[config.mk]
export PLATFORM = sky130hd
export DESIGN_NAME = laser_point_loader
export DESIGN_NICKNAME = d
export VERILOG_FILES = /design/src/rtl/laser_point_loader.sv
export SDC_FILE = /design/constraint.sdc
export NUM_CORES = 1
export LEC_CHECK = 0
export ABC_AREA = 1
export BUFFER_PORTS_ARGS = -buffer_cell sky130_fd_sc_hd__buf_2
export CAP_MARGIN = 30
export CORE_MARGIN = 2
export CORE_UTILIZATION = 45
export DETAILED_ROUTE_END_ITERATION = 16
export SLEW_MARGIN = 30
export SYNTH_ARGS = -nofsm -noshare
export SYNTH_HDL_FRONTEND = slang
export SYNTH_SLANG_ARGS = --single-unit
[constraint.sdc]
create_clock -name CLK -period 4.05 [get_ports CLK]
set_input_delay 0.81 -clock CLK [delete_from_list [all_inputs] [get_ports CLK]]
set_output_delay 0.81 -clock CLK [all_outputs]
set_load 0.01 [all_outputs]
[src/rtl/laser_point_loader.sv]
// Point loader for the LASER coverage core: buffers a job of points, streams them into the core,
// then returns the core's circle centres. Optional `LASER_CYCLE_CNT_EN adds RES_CYCLES.
module laser_point_loader #(
    parameter int NUM_POINTS   = 40,
    parameter int DONE_TIMEOUT = 4096
) (
    input  logic        CLK,
    input  logic        RST_N,
    input  logic        IN_VALID,
    output logic        IN_READY,
    input  logic [3:0]  IN_X,
    input  logic [3:0]  IN_Y,
    output logic        CORE_RST,
    output logic [3:0]  CORE_X,
    output logic [3:0]  CORE_Y,
    input  logic        CORE_DONE,
    input  logic [15:0] CORE_C,
    output logic        RES_VALID,
    input  logic        RES_READY,
    output logic [15:0] RES_C,
    output logic        RES_TIMEOUT,
    output logic        BUSY
`ifdef LASER_CYCLE_CNT_EN
    ,
    output logic [15:0] RES_CYCLES
`endif
);

    localparam int IDX_W = $clog2(NUM_POINTS + 1);
    localparam int TMO_W = $clog2(DONE_TIMEOUT);

    typedef enum logic [1:0] {
        S_FILL,
        S_STREAM,
        S_WAIT,
        S_RESULT
    } state_t;

    state_t             r_state;
    logic [IDX_W-1:0]   r_wr_idx;
    logic [IDX_W-1:0]   r_rd_idx;
    logic [TMO_W-1:0]   r_tmo;
    logic               r_in_ready;
    logic               r_core_rst;
    logic [3:0]         r_core_x;
    logic [3:0]         r_core_y;
    logic               r_res_valid;
    logic [15:0]        r_res_c;
    logic               r_res_timeout;
    logic               r_busy;
    logic [7:0]         r_buf [NUM_POINTS];

    logic               w_in_fire;
    logic               w_last_wr;
    logic               w_rd_last;
    logic               w_tmo_last;
    logic [IDX_W-1:0]   w_rd_next;
    logic [7:0]         w_first_pt;

    assign w_in_fire  = IN_VALID && (r_state == S_FILL);
    assign w_last_wr  = (r_wr_idx == IDX_W'(NUM_POINTS - 1));
    assign w_rd_last  = (r_rd_idx == IDX_W'(NUM_POINTS - 1));
    assign w_tmo_last = (r_tmo == TMO_W'(DONE_TIMEOUT - 1));
    // Saturating index keeps the buffer read in range on the final stream cycle.
    assign w_rd_next  = w_rd_last ? r_rd_idx : r_rd_idx + 1'b1;

    generate
        if (NUM_POINTS == 1) begin : g_bypass
            assign w_first_pt = {IN_Y, IN_X};
        end else begin : g_buffered
            assign w_first_pt = r_buf[0];
        end
    endgenerate

    // NOTE: the point buffer has no reset; every entry is rewritten before it is streamed.
    always_ff @(posedge CLK) begin
        if (w_in_fire) begin
            r_buf[r_wr_idx] <= {IN_Y, IN_X};
        end
    end

`ifdef LASER_CYCLE_CNT_EN
    logic [15:0] r_cycles;
    logic [15:0] w_cycles_inc;

    assign w_cycles_inc = (r_cycles == 16'hFFFF) ? r_cycles : r_cycles + 16'd1;
    assign RES_CYCLES   = r_cycles;
`endif

    // NOTE: reset is synchronous, so it lives inside the clocked block and is sampled at the edge.
    always_ff @(posedge CLK) begin
        if (!RST_N) begin
            r_state       <= S_FILL;
            r_wr_idx      <= '0;
            r_rd_idx      <= '0;
            r_tmo         <= '0;
            r_in_ready    <= 1'b1;
            r_core_rst    <= 1'b1;
            r_core_x      <= 4'd0;
            r_core_y      <= 4'd0;
            r_res_valid   <= 1'b0;
            r_res_c       <= 16'd0;
            r_res_timeout <= 1'b0;
            r_busy        <= 1'b0;
`ifdef LASER_CYCLE_CNT_EN
            r_cycles      <= 16'd0;
`endif
        end else begin
            case (r_state)
                S_FILL: begin
                    if (w_in_fire) begin
                        r_wr_idx <= r_wr_idx + 1'b1;
                        if (w_last_wr) begin
                            r_state                <= S_STREAM;
                            r_rd_idx               <= '0;
                            r_in_ready             <= 1'b0;
                            r_core_rst             <= 1'b0;
                            {r_core_y, r_core_x}   <= w_first_pt;
                            r_busy                 <= 1'b1;
`ifdef LASER_CYCLE_CNT_EN
                            r_cycles               <= 16'd0;
`endif
                        end
                    end
                end

                S_STREAM: begin
`ifdef LASER_CYCLE_CNT_EN
                    r_cycles <= w_cycles_inc;
`endif
                    if (w_rd_last) begin
                        r_state <= S_WAIT;
                        r_tmo   <= '0;
                    end else begin
                        r_rd_idx             <= w_rd_next;
                        {r_core_y, r_core_x} <= r_buf[w_rd_next];
                    end
                end

                S_WAIT: begin
`ifdef LASER_CYCLE_CNT_EN
                    r_cycles <= w_cycles_inc;
`endif
                    // DONE takes priority over a timeout landing on the same cycle.
                    if (CORE_DONE) begin
                        r_state       <= S_RESULT;
                        r_res_c       <= CORE_C;
                        r_res_timeout <= 1'b0;
                        r_res_valid   <= 1'b1;
                        r_core_rst    <= 1'b1;
                    end else if (w_tmo_last) begin
                        r_state       <= S_RESULT;
                        r_res_c       <= 16'd0;
                        r_res_timeout <= 1'b1;
                        r_res_valid   <= 1'b1;
                        r_core_rst    <= 1'b1;
                    end else begin
                        r_tmo <= r_tmo + 1'b1;
                    end
                end

                S_RESULT: begin
                    if (RES_READY) begin
                        r_state     <= S_FILL;
                        r_res_valid <= 1'b0;
                        r_wr_idx    <= '0;
                        r_tmo       <= '0;
                        r_in_ready  <= 1'b1;
                        r_busy      <= 1'b0;
                    end
                end

                default: begin
                    r_state <= S_FILL;
                end
            endcase
        end
    end

    assign IN_READY    = r_in_ready;
    assign CORE_RST    = r_core_rst;
    assign CORE_X      = r_core_x;
    assign CORE_Y      = r_core_y;
    assign RES_VALID   = r_res_valid;
    assign RES_C       = r_res_c;
    assign RES_TIMEOUT = r_res_timeout;
    assign BUSY        = r_busy;

endmodule
==> key figures, run 1 <==
Outcome
  • Status: finished clean

Routing
  • WL/cell: 19.1 um
  • TritonRoute pass-1 iters: 6
  • Post-DRT Antenna Nets: 0
  • Via density: 5.27
  • Residual DRC: 0
  • Initial DRC Count: 1120
  • DR vias: 11603
  • Total Wirelength: 42.0 mm

Min path
  • Hold Crit Class: reg2reg
  • Worst hold path depth: 2
  • Hold_sp: RES_TIMEOUT
  • Hold Path End: RES_TIMEOUT

Synthesis
  • Post-synth cell types: 35
  • Post-synth EDFFs: 320
  • Post-Syn Nets: 1695
  • Synth Area per Inst: 9.93 sq um
  • Post-synthesis sequential area ratio: 0.650
  • Yosys warning total: 0
  • Most used flip-flop cell after synthesis: edfxtp_1
  • Synth async-reset ratio: 0
  • Synthesis-stage register bit count: 375
  • Post-synthesis cell count: 1659
  • Post-Syn Area: 16500 sq um

Timing
  • RSZ-0062 raised after global routing: no
  • Normalized max-slew margin: 0.347
  • Final Max Tran Viols: 0
  • Final hold vios: 0
  • PnR worst setup slack: 0.650 ns
  • Final hold slack: 0.469 ns
  • Clock Skews: 0.0163 ns
  • Fmax: 294 MHz
  • Shortest period the worst path allows: 3.40 ns
  • Final setup fails: 0
  • Setup TNS: 0 ns
  • Fin crit share: 0.840
  • Slew @ Worst Pin: 0.980 ns

CTS
  • TritonCTS clock tree: done
  • Hold Buf Count CTS: 0
  • Worst-Skew Late Latency: 0.54 ns
  • CTS root buf: clkbuf_16
  • CTS H-tree depth: 2
  • CTS buffer count: 41
  • CTS Sinks: 375
  • Postcts setup bufs: 0
  • CTS resizes: 0
  • Worst-case clock buffer depth: 3
  • Clock Pin Slew Worst Setup and Hold Paths: 0.06 ns

Worst setup path
  • Reg2reg start: r_rd_idx[0]
  • Crit path required time: 4.50 ns
  • R2R Path End: CORE_Y[0]
  • Critical Path Source Type: flop
  • CP startpoint: r_rd_idx[0]
  • Critical Path AT: 3.85 ns
  • Kind of end point of the critical path: flop
  • Worst R2R Path Depth: 16
  • R2r setup slk: 0.65 ns
  • Setup CP Type: reg2reg
  • Critical path peak fanout: 100

Final layout
  • Diode count: 0
  • Final Util: 0.510
  • Final nets: 1738
  • Layout area overhead: 12.5%
  • Most common cell after layout, fill and taps aside: nand2_1
  • Commonest cells after routing, fill and taps aside: nand2_1, nand3_1, edfxtp_1, inv_1, nor2_1
  • Fraction of layout cells with a size suffix above 1: 0.0855

Global route
  • Vias in the first global route: 11111
  • Largest net degree at the start of global routing: 101
  • Grt total ovfl: 0
  • Initial antenna violation count: 0
  • Gr usage total: 0.223
  • First-pass GRT wire length: 65.2 mm

Placed design
  • Pre-CTS setup slack: 0.677 ns
  • DP Wirelength: 25.2 mm
  • Number of port buffers: 57
  • GP Congestion: 0.828

Power
  • Pint: 6840 uW
  • Net Sw Frac: 0.248
  • Logic pwr share: 0.103
  • Clock network power share: 0.410
  • Sw Pwr: 2250 uW
  • Sequential Power Share: 0.486
  • Lkg Pwr: 0.00749 uW
  • Power per cell area: 491 nW/um^2
  • Peak supply drop: 0.326 mV
  • Design Power: 9100 uW

Run
  • Max Cap Violations: 0

Floorplanning
  • Ports: 58
  • Site Rows: 70
  • Die width: 195 um
  • Die H: 195 um
  • Die ar.: 38100 sq um
  • Core box area: 36300 sq um
  • Initial Util: 0.453
==> worst max-delay path by stage <==
stage / end / slack [ns] / cells after the start
final: CORE_Y[0] / 0.65 / 16
after global routing: CORE_X[0] / 0.43 / 16
after CTS: CORE_X[0] / 0.66 / 16
after detailed placement: CORE_X[0] / 0.68 / 16
after global placement: CORE_X[0] / 0.78 / 16
after floorplan: r_tmo[11] / 1.81 / 10
==> routing by layer <==
layer,up-vias,wire length [um],track usage
li1,5583,-,-
met1,5585,18900,0.312
met2,373,19600,0.356
met3,62,2640,0.0402
met4,0,866,0.0659
met5,-,0,0
==> state kept, by name, summed over array words and instances, names as in the netlist <==
register	cells
BUSY	1
CORE_RST	1
CORE_X	4
CORE_Y	4
IN_READY	1
RES_C	16
RES_TIMEOUT	1
RES_VALID	1
r_buf	320
r_rd_idx	6
r_state	2
r_tmo	12
r_wr_idx	6
==> synth_stat cells (2+ instances only) <==
library cell,number,area (sq um)
nor2_1,80,300
nor2_2,2,12.5
nor3b_1,2,15.0
ha_1,7,87.6
buf_6,6,67.6
o21a_1,3,22.5
nand2_2,2,12.5
dfxtp_1,55,1100
nand3_1,330,1650
xor2_1,4,35.0
nor2_4,2,22.5
edfxtp_1,320,9610
nand2_1,335,1260
and3_1,2,12.5
o211ai_1,33,248
clkbuf_1,38,143
nand2_4,3,33.8
buf_4,4,30.0
inv_1,299,1120
a21oi_1,51,255
a211oi_1,3,22.5
nor3_1,8,40.0
buf_2,23,115
nand3_2,2,20.0
o21ai_1,9,45.0
o21ai_0,24,120
clkinv_1,4,15.0
==> cells by family after synthesis <==
group                    Yosys count  share of synthesized area
XOR/XNOR                           4                    0.00213
AO/OA/AOI/OAI                    127                     0.0451
buffers and inverters            376                     0.0911
AND/OR/NAND/NOR                  770                      0.206
flip-flops                       375                      0.650
adder cells (fa/ha/maj)            7                    0.00532
==> final cells by class <==
| cell class | count | area, sq um |
|---|---|---|
| Multi-Input combinational cell | 908 | 4300 |
| Sequential cell | 375 | 10700 |
| Clock buffer | 56 | 1150 |
| Timing Repair Buffer | 72 | 443 |
| Inverter | 304 | 1140 |
| Fill cell | 3287 | 17800 |
| Tap cell | 468 | 586 |
| Clock inverter | 17 | 190 |
==> power groups by stage <==
stage	clock (uW)	combinational, uW	sequential (uW)
global placement	0	924	4500
finish	3730	938	4420
global route	3950	1050	4440
CTS	3790	932	4420
floorplan	0	535	4500
detailed placement	0	927	4500
==> worst max-delay path, stage by stage (launching register included) <==
cell and delay, ns:
dfxtp_1 0.51, ha_1 0.23, nand2_1 0.10, nor2_4 0.17
nand2_4 0.14, nand2_4 0.35, nand2_4 0.32, buf_12 0.29
nand2_1 0.16, nand3_1 0.08, nand3_1 0.15, nand3_1 0.09
nand3_1 0.14, nand3_1 0.14, nand2_1 0.10, nand2_1 0.05
a21oi_1 0.12
==> per-stage QoR <==
| stage | cell area [sq um] | cells |
|---|---|---|
| after floorplan | 16500 | 1659 |
| after global placement | 17200 | 2127 |
| after detailed placement | 17200 | 2127 |
| after CTS | 18500 | 2200 |
| after global routing | 18500 | 2200 |
| final | 18500 | 2200 |
Note: power is estimated with default switching activity, not from simulation.
==> run 2: changes to the inputs <==
- clock period: 4.05 -> 2.95 ns (I/O delays scaled with it)
==> key figures, run 2 (same netlist as run 1, synthesis figures left out) <==
Final layout
  • Final nets: 1785 (+2.7%)
  • Final std cells w/o fill: 2248 (+2.2%)
  • Largest Register: r_buf
  • Fraction of layout cells with a size suffix above 1: 0.106 (+0.0202)
  • Most common cell after layout, fill and taps aside: nand2_1
  • Diode count: 0 (unchanged)
  • Commonest cells after routing, fill and taps aside: nand2_1, nand3_1, edfxtp_1, inv_1, nor2_1
  • Max FFs per register: 320 (unchanged)
  • Layout area overhead: 14.6%
  • Filler cells: 3271 (-0.49%)
  • Final Util: 0.519 (+0.00950)
  • Fin area: 18900 sq um (+1.9%)

Timing
  • Clock Skews: 0.0165 ns (+0.000143 ns)
  • Final Max Tran Viols: 0 (unchanged)
  • Normalized max-slew margin: 0.345 (-0.00173)
  • Final hold vios: 0 (unchanged)
  • RSZ-0062 raised after global routing: no
  • Shortest period the worst path allows: 2.65 ns (-0.749 ns)
  • Fmax: 377 MHz (+28%)
  • Slew @ Worst Pin: 0.982 ns (+0.00259 ns)
  • Fin crit share: 0.899 (+0.0591)
  • Setup TNS: 0 ns (unchanged)
  • Final setup fails: 0 (unchanged)

CTS
  • Clock Pin Slew Worst Setup and Hold Paths: 0.06 ns (about the same)
  • Worst-case clock buffer depth: 3 (unchanged)
  • Postcts setup bufs: 0 (unchanged)
  • TritonCTS clock tree: done
  • Hold Buf Count CTS: 0 (unchanged)
  • CTS Sinks: 375 (unchanged)
  • CTS H-tree depth: 2 (unchanged)
  • CTS root buf: clkbuf_16
  • CTS buffer count: 41 (unchanged)
  • Worst-Skew Late Latency: 0.54 ns (about the same)
  • CTS resizes: 0 (unchanged)

Worst setup path
  • R2r setup slk: 0.30 ns (-0.35 ns)
  • Worst R2R Path Depth: 16 (unchanged)
  • Crit path required time: 3.43 ns (-1.07 ns)
  • Setup CP Type: reg2reg
  • R2R Path End: CORE_Y[2]
  • Critical Path Source Type: flop
  • Kind of end point of the critical path: flop
  • Critical path peak fanout: 28 (-72%)
  • Reg2reg start: r_rd_idx[1]
  • Critical Path AT: 3.13 ns (-0.72 ns)

Min path
  • Hold Crit Class: in2reg
  • Worst hold path depth: 3 (+1)
  • Hold Path End: RES_C[2]
  • Hold_sp: CORE_C[2]

Global route
  • Largest net degree at the start of global routing: 48 (-52%)
  • First-pass GRT wire length: 64.2 mm (-1.5%)
  • Initial antenna violation count: 0 (unchanged)
  • Grt total ovfl: 0 (unchanged)
  • Gr usage total: 0.219 (-0.00362)
  • Vias in the first global route: 11327 (+1.9%)

Floorplanning
  • Die H: 195 um (unchanged)
  • Ports: 58 (unchanged)
  • Core box area: 36300 sq um (unchanged)
  • Die ar.: 38100 sq um (unchanged)
  • Initial Util: 0.453 (unchanged)
  • Die width: 195 um (unchanged)
  • Site Rows: 70 (unchanged)

Routing
  • Total Wirelength: 41.4 mm (-1.5%)
  • TritonRoute pass-1 iters: 5 (-1)
  • WL/cell: 18.4 um (-3.6%)
  • Post-DRT Antenna Nets: 0 (unchanged)
  • Residual DRC: 0 (unchanged)
  • Initial DRC Count: 1153 (+2.9%)
  • DR vias: 11776 (+1.5%)
  • Via density: 5.24 (-0.68%)

Placed design
  • Number of port buffers: 57 (unchanged)
  • Post-DP Area: 17600 sq um (+2.4%)
  • DP Wirelength: 25.8 mm (+2.3%)
  • GP Congestion: 0.835 (+0.88%)
  • Placed cell count: 2174 (+2.2%)

Power
  • Pint: 9160 uW (+34%)
  • Logic pwr share: 0.107 (+0.004)
  • Sw Pwr: 3030 uW (+34%)
  • Design Power: 12200 uW (+34%)
  • Peak supply drop: 0.462 mV (+42%)
  • Net Sw Frac: 0.249 (+0.000686)
  • Power per cell area: 646 nW/um^2 (+32%)
  • Clock network power share: 0.395 (-0.015)
  • Sequential Power Share: 0.499 (+0.013)
  • Lkg Pwr: 0.00769 uW (+2.8%)

Outcome
  • Status: finished clean

Run
  • Max Cap Violations: 0 (unchanged)
## run 2: cell types whose count changed in the layout (fill, tap and decap cells not counted), sizes merged
cell | previous run | this run
inv | 300 | 301
buf | 72 | 119
clkbuf | 56 | 57
clkinvlp | 0 | 2
bufinv | 4 | 1
## run 2: critical path, cell delays in order (launching register included)
cell and delay [ns]:
dfxtp_1 0.44, ha_1 0.21, nand2_1 0.10, nor2_4 0.17, nand3_2 0.17, nand2_8 0.28, buf_4 0.25, nand2_1 0.06
nand2_1 0.06, nand2_1 0.05, nand3_1 0.07, nand3_1 0.10, nand3_1 0.21, nand3_1 0.14, nand2_1 0.08, nand2_1 0.05
a21oi_1 0.12
## run 2: metal layers
| metal | GRT usage | part of all wire |
|---|---|---|
| met1 | 0.300 | 0.45 |
| met2 | 0.364 | 0.47 |
| met3 | 0.0307 | 0.054 |
| met4 | 0.0659 | 0.022 |
| met5 | 0 | 0 |
## run 2: final cells by class
class | count | area [sq um] | area share
repair buffers | 119 | 851 | 0.0451
multi-input cells | 908 | 4310 | 0.229
flip-flops and latches | 375 | 10700 | 0.568
inverters | 304 | 1140 | 0.0605
clock buffers | 57 | 1160 | 0.0614
clock inverters | 17 | 104 | 0.00551
well taps | 468 | 586 | 0.0310
## run 2: how the worst max path moves through the flow
stage | start | to | slack (ns) | cells past startpoint
floorplan | r_rd_idx[0] | CORE_X[0] | 0.76 | 16
global placement | r_rd_idx[1] | CORE_X[1] | 0.25 | 16
detailed placement | r_rd_idx[1] | CORE_Y[3] | 0.22 | 17
CTS | r_rd_idx[1] | CORE_X[1] | 0.20 | 16
global route | r_rd_idx[1] | CORE_Y[1] | 0.03 | 16
finish | r_rd_idx[1] | CORE_Y[2] | 0.30 | 16
## run 2: through the flow
stage	worst slack [ns]	hold slack [ns]
final	0.299	0.296
after global routing	0.0253	0.297
after CTS	0.200	0.279
after detailed placement	0.219	0.448
after global placement	0.253	0.447
after floorplan	0.756	0.445
## run 2: power groups by stage
stage | logic [uW] | registers [uW] | clock network, uW
after CTS | 1300 | 6080 | 4890
after floorplan | 735 | 6180 | 0
after global routing | 1450 | 6090 | 5110
final | 1300 | 6080 | 4810
after detailed placement | 1290 | 6180 | 0
after global placement | 1280 | 6180 | 0
==> run 3: changes to the inputs <==
- CORE_UTILIZATION: 45 -> 30
==> key figures, run 3 (same netlist as run 1, synthesis figures left out) <==
Timing
  • Clock Skews: 0.0241 ns (+0.00759 ns)
  • Shortest period the worst path allows: 2.72 ns (+0.0716 ns)
  • Slew @ Worst Pin: 0.900 ns (-0.0825 ns)
  • Setup TNS: 0 ns (unchanged)
  • Fin crit share: 0.923 (+0.0243)
  • Final setup fails: 0 (unchanged)
  • PnR worst setup slack: 0.227 ns (-0.0716 ns)
  • Final Max Tran Viols: 0 (unchanged)
  • Final hold vios: 0 (unchanged)
  • Normalized max-slew margin: 0.398 (+0.0528)
  • RSZ-0062 raised after global routing: no
  • Fmax: 367 MHz (-2.6%)

CTS
  • Hold Buf Count CTS: 0 (unchanged)
  • Worst-case clock buffer depth: 3 (unchanged)
  • Worst-Skew Late Latency: 0.55 ns (about the same)
  • CTS H-tree depth: 2 (unchanged)
  • CTS root buf: clkbuf_16
  • Clock Pin Slew Worst Setup and Hold Paths: 0.07 ns (about the same)
  • TritonCTS clock tree: done
  • CTS Sinks: 375 (unchanged)
  • CTS buffer count: 39 (-4.9%)

Floorplanning
  • Die H: 238 um (+22%)
  • Ports: 58 (unchanged)
  • Die width: 238 um (+22%)
  • Site Rows: 85 (+21%)
  • Core box area: 54000 sq um (+49%)
  • Initial Util: 0.305 (-0.148)
  • Die ar.: 56800 sq um (+49%)

Routing
  • DR vias: 11897 (+1.0%)
  • TritonRoute pass-1 iters: 6 (+1)
  • Total Wirelength: 44.5 mm (+7.5%)
  • Post-DRT Antenna Nets: 0 (unchanged)
  • Residual DRC: 0 (unchanged)
  • Initial DRC Count: 1215 (+5.4%)
  • WL/cell: 18.0 um (-2.2%)
  • Via density: 4.82 (-8.0%)

Worst setup path
  • Setup CP Type: reg2reg
  • Kind of end point of the critical path: flop
  • Critical Path AT: 3.13 ns (about the same)
  • Critical Path Source Type: flop
  • Critical path peak fanout: 40 (+43%)
  • Crit path required time: 3.36 ns (-0.07 ns)
  • Worst R2R Path Depth: 15 (-1)

Final layout
  • Fraction of layout cells with a size suffix above 1: 0.107 (+0.000981)
  • Most common cell after layout, fill and taps aside: nand2_1
  • Filler cells: 5384 (+65%)
  • Largest Register: r_buf
  • Max FFs per register: 320 (unchanged)
  • Commonest cells after routing, fill and taps aside: nand2_1, nand3_1, edfxtp_1, inv_1, nor2_1
  • Final nets: 1779 (-0.34%)
  • Layout area overhead: 16.1%
  • Diode count: 0 (unchanged)

Outcome
  • Status: finished clean

Global route
  • First-pass GRT wire length: 67.9 mm (+5.7%)
  • Gr usage total: 0.155 (-0.0640)
  • Largest net degree at the start of global routing: 81 (+69%)
  • Initial antenna violation count: 0 (unchanged)
  • Grt total ovfl: 0 (unchanged)
  • Vias in the first global route: 11628 (+2.7%)

Power
  • Power per cell area: 648 nW/um^2 (+0.21%)
  • Peak supply drop: 0.448 mV (-3.1%)
  • Lkg Pwr: 0.00769 uW (about the same)
  • Design Power: 12400 uW (+1.6%)

Placed design
  • Pre-CTS setup slack: 0.0569 ns (-0.163 ns)
  • Number of port buffers: 57 (unchanged)
  • GP Congestion: 0.865 (+3.6%)
  • DP Wirelength: 28.3 mm (+9.6%)

Run
  • Max Cap Violations: 0 (unchanged)

Min path
  • Hold Crit Class: in2reg
  • Worst hold path depth: 3 (unchanged)
[run 3: power by group]
group | switching, uW | internal (uW)
clock | 2050 | 2920
sequential | 122 | 5970
combinational | 957 | 375
[run 3: timing repair]
item,4_1_cts,5_1_grt
buffers inserted,0,0
hold endpoints to repair,0,0
gates resized for setup,0,3
endpoints found under the setup margin,0,8
[run 3: final cells by class]
class / count / area, sq um / area share
inverters: 304 / 1140 / 0.0597
flip-flops and latches: 375 / 10700 / 0.560
multi-input cells: 908 / 4310 / 0.225
clock buffers: 57 / 1090 / 0.0568
repair buffers: 115 / 823 / 0.0431
well taps: 696 / 871 / 0.0456
clock inverters: 14 / 179 / 0.00936
[run 3: per-stage QoR]
stage	utilization	instance area [sq um]	instances	hold WS (ns)
floorplan	-	16500	1659	0.445
global placement	0.330	17800	2398	0.445
detailed placement	0.330	17800	2398	0.455
CTS	0.353	19100	2469	0.268
global route	0.354	19100	2469	0.273
finish	0.354	19100	2469	0.286
[run 3: layer usage]
metal	share of wire	global-route usage
met5	0	0
met4	0.025	0.0453
met3	0.083	0.0326
met2	0.46	0.252
met1	0.43	0.208
[run 3: path summary, 6_finish.rpt]
| kind | endpoint | startpoint | slack [ns] |
|---|---|---|---|
| setup / recovery | CORE_X[1] | r_rd_idx[1] | 0.23 |
| hold / removal | RES_C[13] | CORE_C[13] | 0.29 |
| setup reg to reg | CORE_X[1] | r_rd_idx[1] | 0.23 |
| hold reg to reg | RES_TIMEOUT | RES_TIMEOUT | 0.47 |
[run 3: worst max-delay path: stages (launching register included)]
cell and delay [ns]:
dfxtp_2 0.39, ha_1 0.19, nand2_1 0.11, nor2_4 0.18
nand2_4 0.16, nand2_8 0.17, nand2_8 0.17, buf_12 0.23
o211ai_1 0.26, o211ai_1 0.15, nand3_1 0.17, nand2_1 0.08
inv_1 0.13, nand2_1 0.07, nand2_1 0.06, a21oi_1 0.06
